--- config.mk ---
export PLATFORM = sky130hd
export DESIGN_NAME = seg7_scan_driver
export DESIGN_NICKNAME = d
export VERILOG_FILES = /design/src/rtl/seg7_pkg.sv /design/src/rtl/seg7_hex_decode.sv /design/src/rtl/seg7_scan_driver.sv
export SDC_FILE = /design/constraint.sdc
export NUM_CORES = 1
export LEC_CHECK = 0
export CORE_MARGIN = 2
export CORE_UTILIZATION = 45
export CTS_BUF_LIST = sky130_fd_sc_hd__clkbuf_8 sky130_fd_sc_hd__clkbuf_16
export CTS_CLUSTER_DIAMETER = 30
export DETAILED_ROUTE_END_ITERATION = 10
export DONT_BUFFER_PORTS = 1
export PLACE_DENSITY = 0.63
export SLEW_MARGIN = 20
export SYNTH_ARGS = -nofsm -noshare
export SYNTH_HDL_FRONTEND = slang
export SYNTH_HIERARCHICAL = 1
export SYNTH_SLANG_ARGS = --single-unit
--- constraint.sdc ---
create_clock -name clk -period 5.85 [get_ports clk]
set_input_delay 0.585 -clock clk [delete_from_list [all_inputs] [get_ports clk]]
set_output_delay 0.585 -clock clk [all_outputs]
set_load 0.01 [all_outputs]
--- src/rtl/seg7_pkg.sv ---
// Shared constants and helpers for the multiplexed 7-segment display driver.
// Segment vectors are declared [0:6], where bit 0 is segment a and bit 6 is segment g.
package seg7_pkg;

  // Active-high level of a dark segment.
  localparam logic [0:6] SEG_OFF = 7'b0000000;

  // Hex glyph table, indexed by nibble value. Each entry is written in a..g order.
  localparam logic [0:6] SEG_TABLE [0:15] = '{
    7'b1111110,  // 0
    7'b0110000,  // 1
    7'b1101101,  // 2
    7'b1111001,  // 3
    7'b0110011,  // 4
    7'b1011011,  // 5
    7'b1011111,  // 6
    7'b1110000,  // 7
    7'b1111111,  // 8
    7'b1111011,  // 9
    7'b1110111,  // A
    7'b0011111,  // b
    7'b1001110,  // C
    7'b0111101,  // d
    7'b1001111,  // E
    7'b1000111   // F
  };

  // Active-high segment pattern for one hex nibble.
  function automatic logic [0:6] hex_to_seg(input logic [3:0] nibble);
    return SEG_TABLE[nibble];
  endfunction

  // Width of the digit index register.
  // A single-digit display still gets a 1-bit index.
  function automatic int idx_width(input int num_digits);
    return (num_digits <= 1) ? 1 : $clog2(num_digits);
  endfunction

endpackage

--- src/rtl/seg7_hex_decode.sv ---
// Combinational nibble to a..g segment decoder (active-high).
module seg7_hex_decode
  import seg7_pkg::*;
(
  input  logic [3:0] nibble_i,
  output logic [0:6] seg_o
);

  // Table lookup; output polarity is handled by the scan driver.
  always_comb begin
    seg_o = hex_to_seg(nibble_i);
  end

endmodule

--- src/rtl/seg7_scan_driver.sv ---
// Time-multiplexed N-digit hex display driver.
// A prescaler sets how long each digit stays lit.
// A new value is staged in a pending register and becomes visible only at a frame wrap,
// so a frame never mixes old and new digits.
// Leading-zero blanking and output polarity are applied before the output registers.
module seg7_scan_driver
  import seg7_pkg::*;
#(
  parameter int NUM_DIGITS  = 4,
  parameter int REFRESH_DIV = 16,
  parameter bit ACTIVE_LOW  = 1'b0
) (
  input  logic                    clk,
  input  logic                    rst_n,
  input  logic [4*NUM_DIGITS-1:0] value,
  input  logic                    load,
  input  logic                    en,
  input  logic                    blank_lz,
  output logic [0:6]              seg,
  output logic [NUM_DIGITS-1:0]   an,
  output logic                    frame_done
);

  localparam int                    IDX_W    = idx_width(NUM_DIGITS);
  localparam int                    PRE_W    = $clog2(REFRESH_DIV);
  localparam logic [IDX_W-1:0]      IDX_LAST = IDX_W'(NUM_DIGITS - 1);
  localparam logic [PRE_W-1:0]      PRE_LAST = PRE_W'(REFRESH_DIV - 1);
  // XOR masks that turn active-high levels into pin levels.
  localparam logic [0:6]            SEG_POL  = {7{ACTIVE_LOW}};
  localparam logic [NUM_DIGITS-1:0] AN_POL   = {NUM_DIGITS{ACTIVE_LOW}};
  localparam logic [0:6]            SEG_DARK = SEG_OFF ^ SEG_POL;
  localparam logic [NUM_DIGITS-1:0] AN_DARK  = AN_POL;

  logic [PRE_W-1:0]        pre_q, pre_d;
  logic [IDX_W-1:0]        idx_q, idx_d;
  logic [4*NUM_DIGITS-1:0] pending_q, pending_d;
  logic [4*NUM_DIGITS-1:0] display_q, display_d;
  logic [0:6]              seg_q, seg_d;
  logic [NUM_DIGITS-1:0]   an_q, an_d;
  logic                    frame_done_q, frame_done_d;

  logic                    tick;
  logic                    wrap;
  logic [NUM_DIGITS-1:0]   digit_blank;
  logic [3:0]              cur_nibble;
  logic                    cur_blank;
  logic [NUM_DIGITS-1:0]   cur_an;
  logic [0:6]              cur_seg;

  // A digit above 0 is blank when it and every more-significant nibble are zero.
  // Digit 0 is always lit, so a zero value still shows a single 0.
  for (genvar gi = 0; gi < NUM_DIGITS; gi++) begin : g_lz
    if (gi == 0) begin : g_d0
      assign digit_blank[gi] = 1'b0;
    end else begin : g_dn
      assign digit_blank[gi] = blank_lz && !(|display_q[4*NUM_DIGITS-1:4*gi]);
    end
  end

  // Select the nibble, blank flag and anode bit for the digit being scanned.
  always_comb begin
    cur_nibble = 4'h0;
    cur_blank  = 1'b0;
    cur_an     = '0;
    for (int i = 0; i < NUM_DIGITS; i++) begin
      if (idx_q == IDX_W'(i)) begin
        cur_nibble = display_q[4*i +: 4];
        cur_blank  = digit_blank[i];
        cur_an[i]  = 1'b1;
      end
    end
  end

  seg7_hex_decode u_dec (
    .nibble_i (cur_nibble),
    .seg_o    (cur_seg)
  );

  assign tick = en && (pre_q == PRE_LAST);
  assign wrap = tick && (idx_q == IDX_LAST);

  // Next-state logic for the scan counters, the staged value and the output levels.
  always_comb begin
    pre_d        = pre_q;
    idx_d        = idx_q;
    pending_d    = load ? value : pending_q;
    display_d    = display_q;
    frame_done_d = wrap;
    seg_d        = SEG_DARK;
    an_d         = AN_DARK;

    if (en) begin
      pre_d = tick ? '0 : pre_q + 1'b1;
    end
    if (tick) begin
      idx_d = wrap ? '0 : idx_q + 1'b1;
    end
    // pending_d already includes a load in this same cycle.
    // A load that coincides with the wrap therefore appears in the frame that starts now.
    if (wrap) begin
      display_d = pending_d;
    end
    if (en && !cur_blank) begin
      seg_d = cur_seg ^ SEG_POL;
      an_d  = cur_an ^ AN_POL;
    end
  end

  // State and output registers; reset clears everything and drives the outputs dark.
  always_ff @(posedge clk or negedge rst_n) begin
    if (!rst_n) begin
      pre_q        <= '0;
      idx_q        <= '0;
      pending_q    <= '0;
      display_q    <= '0;
      seg_q        <= SEG_DARK;
      an_q         <= AN_DARK;
      frame_done_q <= 1'b0;
    end else begin
      pre_q        <= pre_d;
      idx_q        <= idx_d;
      pending_q    <= pending_d;
      display_q    <= display_d;
      seg_q        <= seg_d;
      an_q         <= an_d;
      frame_done_q <= frame_done_d;
    end
  end

  assign seg        = seg_q;
  assign an         = an_q;
  assign frame_done = frame_done_q;

endmodule
* Word level (Yosys, flattened, before mapping)
Memory sizes are Yosys's and may differ from the RTL's.
Cells that the tools add are included.
** Cells by class
- $add $sub $neg :: 2
- Order comparisons :: 1
- Eq/ne operators :: 4
- Muxes and demuxes :: 18
- Bitwise gates (word level) :: 1
- Reductions and logical operators :: 14
** Operator list (count)
- $mux W4 :: 6
- $mux W7 :: 3
- $mux W16 :: 1
- $reduce_or A12 Y1 :: 1
- $reduce_or A8 Y1 :: 1
- $mux W1 :: 7
- $logic_and A1 B1 Y1 :: 6
- $ge A5 B5 Y1 const B :: 1
- $not A4 Y5 :: 1
- $add A4 B1 Y4 const B :: 1
- $eq A2 B2 Y1 const B :: 2
- $eq A4 B4 Y1 const B :: 1
- $logic_not A1 Y1 :: 4
- $reduce_or A4 Y1 :: 1
- $add A2 B1 Y2 const B :: 1
- $eq A2 B1 Y1 const B :: 1
- $logic_not A2 Y1 :: 1
- $mux W2 :: 1
** Storage, ports and cells
- Register bits :: 50
- ROM bits :: 112
- Input bits :: 21
- Output and inout bits :: 12
- Logic and storage cells :: 48
- Memories :: 1
** Memory list
- (no name shown) :: depth 16, bits a word 7, read ports 1, clocked after memory_dff 0, wr ports 0, RTL line seg7_pkg.sv:30 : return SEG_TABLE[nibble];

* Depth between registers and ports, before layout
- Depth after elaboration :: 10
- Mapped depth :: 11
- Gate-level depth less buffers :: 11

* By module
The synthesis kept the hierarchy.
** Modules (own cells, without submodules)
- seg7_scan_driver :: instances 1, cells an instance 162, area each 2129.5 um2, seq. area each 1251.2 um2
- seg7_hex_decode :: instances 1, cells an instance 33, area each 282.8 um2, seq. area each 0.0 um2

* Worst setup path before layout
Ideal clock, no wire load.
- Path kind :: register to register
- Start :: register idx_q[0]
- End :: register seg_q (netlist bit seg[3])
- Setup time :: 131 ps
- Arrival :: 2416 ps
- Data required time :: 5719 ps
- Setup slack :: 3303 ps
- Stages on the path, launching flop included :: 10
- Buffers on the path :: 0
- Period minus slack after synthesis :: 2547 ps
- Cells stage by stage :: dfrtp_1 > ha_1 > nor2b_1 > a221oi_1 > o31ai_1 > inv_1 > ha_1 > mux4_2 > nand2_1 > a21oi_1
** On the way
- Word-level cells in the longest chain between the ends :: 10
- Elaborated cells on any way between the ends :: 18
- Classes of those cells :: eq/ne (3); mux (10); bitwise (1); reduce/logical (3); memory (1)
** RTL lines
- from (decl) :: RTL line seg7_scan_driver.sv:35 : logic [IDX_W-1:0] idx_q, idx_d;
- from (signal assigned) :: RTL line seg7_scan_driver.sv:121 : idx_q <= idx_d;
- $logic_not A2 Y1 :: RTL line seg7_scan_driver.sv:66 : if (idx_q == IDX_W'(i)) begin
- $mux W4 (3 in a row) :: RTL line seg7_scan_driver.sv:66
- $mux W4 (*) :: RTL line seg7_scan_driver.sv:66
- via cur_nibble[0] :: RTL line seg7_scan_driver.sv:45 : logic [3:0] cur_nibble;
- $not A4 Y5 (implied by the code) (*) :: RTL line seg7_pkg.sv:30
- $mem_v2 Z16 W7 (*)
- $mux W7 (implied by the code) (*) (2 in a row) :: RTL line seg7_pkg.sv:30
- via cur_seg (one bit) :: RTL line seg7_scan_driver.sv:48 : logic [0:6] cur_seg;
- $mux W7 (*) :: RTL line seg7_scan_driver.sv:103 : if (en && !cur_blank) begin
- via seg_d (one bit) :: RTL line seg7_scan_driver.sv:38 : logic [0:6] seg_q, seg_d;
- to (signal assigned) :: RTL line seg7_scan_driver.sv:124 : seg_q <= seg_d;
- to (decl) :: RTL line seg7_scan_driver.sv:38
The timed path passes the listed nets; every way through them passes the cells marked *. The select of a mux whose other input is x is not followed.
A chain may end at the register's enable or synchronous reset.

* Final worst setup path
- Start :: register idx_q[1]
- End :: register seg_q (netlist bit seg[3])
The elaborated chain is that of the path after synthesis.

==> results.md <==
- Outcome: finished clean
- Max_cap viols: 0
- Fin. Hold Viols: 0
- CP Class: register to register
- # DRC: 0
- EDFF count, synth: 0
- Peak fanout along the critical path: 7
- Async SR Flop Fraction: between 90% and 100%
- Hold crit path type: input pin to async pin
- Syn Area/Cell: 12.4 um^2
- Syn nets: approximately 230
- Wire per inst: approximately 17 um
- Sequential power share: between 40% and 50%
- CTS Buf Count: 5
- DIE AREA: 0.00596 mm^2
- Cts-stage hold buffer count: 1
- Netlist cell types: 33
- Crit start category: register
- Post-layout util: 49.6%
- Reg clk slew, reported paths: roughly 0.09 ns
- CTS H-tree lvls: 2
- Largest area contributor in the netlist: dfrtp_1
- Global-route wire length before repair: around 7500 um
- Worst path bufs/invs: 2
- Register area share after synthesis: 51.9%
- Worst-skew pair later-pin latency: 0.31 ns
- Most frequent cell after synthesis: dfrtp_1
- Initial antenna violation count: 0
- DRT antenna net count: 0
- Setup Viol. Count Final: 0
- Worst-margin pin slew: 0.729 ns
- Cells after Synth: 195
- Pwr dens: around 530 mW/mm^2
- Warnings from Yosys: 6
- Switch Pwr: 0.529 mW
- Final Cycle Share: 49.0%
- Core area: 0.00514 mm^2
- Worst setup EP type: register
- Starting density of the core: between 40% and 50%
- Share of cells above drive strength 1: 25.4%
- Total grt overflow: 0
- Placed cell areas: 0.00243 mm^2
- CTS sink cnt: 50
- Root buf cell: clkbuf_8
- Tot GR Track Use: about 16%
- Fillers: 485
- Layout net count: around 230
- Placed Cells: 255
- Required time worst endpoint: 6.03 ns
- Iter 0 DRT Violations: 116
- Clock skew: roughly 0.0095 ns
- Post-Route WL: about 4400 um
- Comb pwr share: 44.1%
- DP Worst Slack: 3.02 ns
- 1st-pass router iterations: 4
- Setup bufs post-CTS: 0
- Share of the synthesized area in the top cell type: 51.9%
- CP max stage delay: 0.48 ns
- Die Span X: 77.2 um
- Top Ports: 33
- Resized cells post-CTS: 0
- Non-Filler Instances: 263
- CTS tree: yes
- Worst Path Arrival: 3.05 ns
- FF+latch count, synth: 50
- Clock power share: ~14%
- WHS: 0.119 ns
- Finished Cell Area: between 0.002 and 0.003 mm^2
- Total negative slack: 0 ns
- Largest net degree at the start of global routing: 51
- Tmin final: 2.87 ns
- Synth cell count leaders: 50 x dfrtp_1, 26 x mux2_2, 19 x nand2_1
- Static Leak: 1.21 nW
- Slowest CP cell: o31ai_1
- Fmax: approximately 350 MHz
- Die height: just under 80 um
- RSZ-0062 raised after global routing: false
- Int Pwr: 0.823 mW
- Routability cong.: 0.877
- Area Growth Syn to Fin: 5.65%
- Net Sw Frac: 39.1%
- I/O Buffers: 0
- Slew headroom: 51.1%
- Worst path cell trace: inv_1, ha_1, nor2b_1, a221oi_1, o31ai_1, inv_1, ha_1, mux4_2, nand2_1, a21oi_1
- Routed vias/inst: 5.50
- FP Rows: 26
- Vias: 1447
- Worst ir drop on vdd: between 0.15 and 0.2 mV
- ANT cells: 0
- Most used DFF post-synth: dfrtp_1
- Final worst slack: 2.98 ns
- Crit path max-delay family: compound AO/OA/AOI/OAI gates
- Slew Viols, Final: 0
- Synth top area cells: dfrtp_1 52%, mux2_2 12%, ha_1 6.2%
- Mapped cell area: 0.00241 mm^2
- Vias in the first global route: 1480
- Total power: 1.35 mW
- Clock Tree Buf Depth: 2
- Final HPWL DP: 3170 um
-- power groups by stage --
stage,registers [mW],clock network [mW],logic [mW]
2_1_floorplan,0.536,0,0.496
3_3_place_gp,0.561,0,0.540
3_5_place_dp,0.567,0,0.576
4_1_cts,0.560,0.203,0.589
5_1_grt,0.574,0.219,0.664
6_report,0.559,0.197,0.597
-- state kept, by name, indices dropped and copies added, names as in the netlist --
signal / count
idx_q: 2
an: 4
pending_q: 16
seg: 7
frame_done: 1
display_q: 16
pre_q: 4
-- cells by family (layout without fill, tap and decap cells) --
group,count (synthesis),count (layout),synth area share [%]
flops,50,50,51.9
simple gates,40,40,8.25
mux,39,39,20.0
compound gates,32,32,8.61
buf+inv,21,19,4.72
fa+ha+maj,12,12,6.22
xor+xnor,1,1,0.363
-- routing by layer --
layer | track usage (%) | wire length [um]
met1 | 21.3 | 2050
met2 | 25.5 | 2150
met5 | 0 | 0
met3 | 4.24 | 163
met4 | 4.29 | 46
-- path summary, 6_finish.rpt --
check / startpoint / to / slack [ns] / cells past startpoint
min in group clk: blank_lz / an[3]$_DFF_PN0_ / 0.36 / 1
max in group asynchronous: rst_n / display_q[0]$_DFFE_PN0P_ / 5.52 / 1
min: rst_n / display_q[12]$_DFFE_PN0P_ / 0.12 / 1
max: idx_q[1]$_DFFE_PN0P_ / seg[3]$_DFF_PN0_ / 2.98 / 10
min reg2reg: pending_q[6]$_DFF_PN0_ / pending_q[6]$_DFF_PN0_ / 0.51 / 1
max reg2reg: idx_q[1]$_DFFE_PN0P_ / seg[3]$_DFF_PN0_ / 2.98 / 10
-- layout make-up --
class / instances / area [um^2] / area share [%]
Sequential cell: 50 / 1250 / 49.1
Multi-Input combinational cell: 124 / 1050 / 41.3
Tap cell: 70 / 87.6 / 3.44
Clock buffer: 5 / 68.8 / 2.70
Inverter: 10 / 40.0 / 1.57
Timing Repair Buffer: 2 / 35.0 / 1.37
Clock inverter: 2 / 13.8 / 0.540
-- cell usage in the layout, fill, tap and decap left out, types with 2 or more instances in the layout --
| master | count |
|---|---|
| dfrtp_1 | 50 |
| mux2_2 | 26 |
| nand2_1 | 19 |
| a21oi_1 | 12 |
| ha_1 | 12 |
| inv_1 | 9 |
| mux2_4 | 9 |
| nor2b_1 | 7 |
| o21ai_0 | 5 |
| clkbuf_8 | 5 |
| a221oi_1 | 4 |
| o31ai_1 | 4 |
| nor2_1 | 4 |
| nor4_1 | 3 |
| nand3_1 | 2 |
| a22oi_1 | 2 |
| mux2i_1 | 2 |
Power figures use the tool's default switching activity.
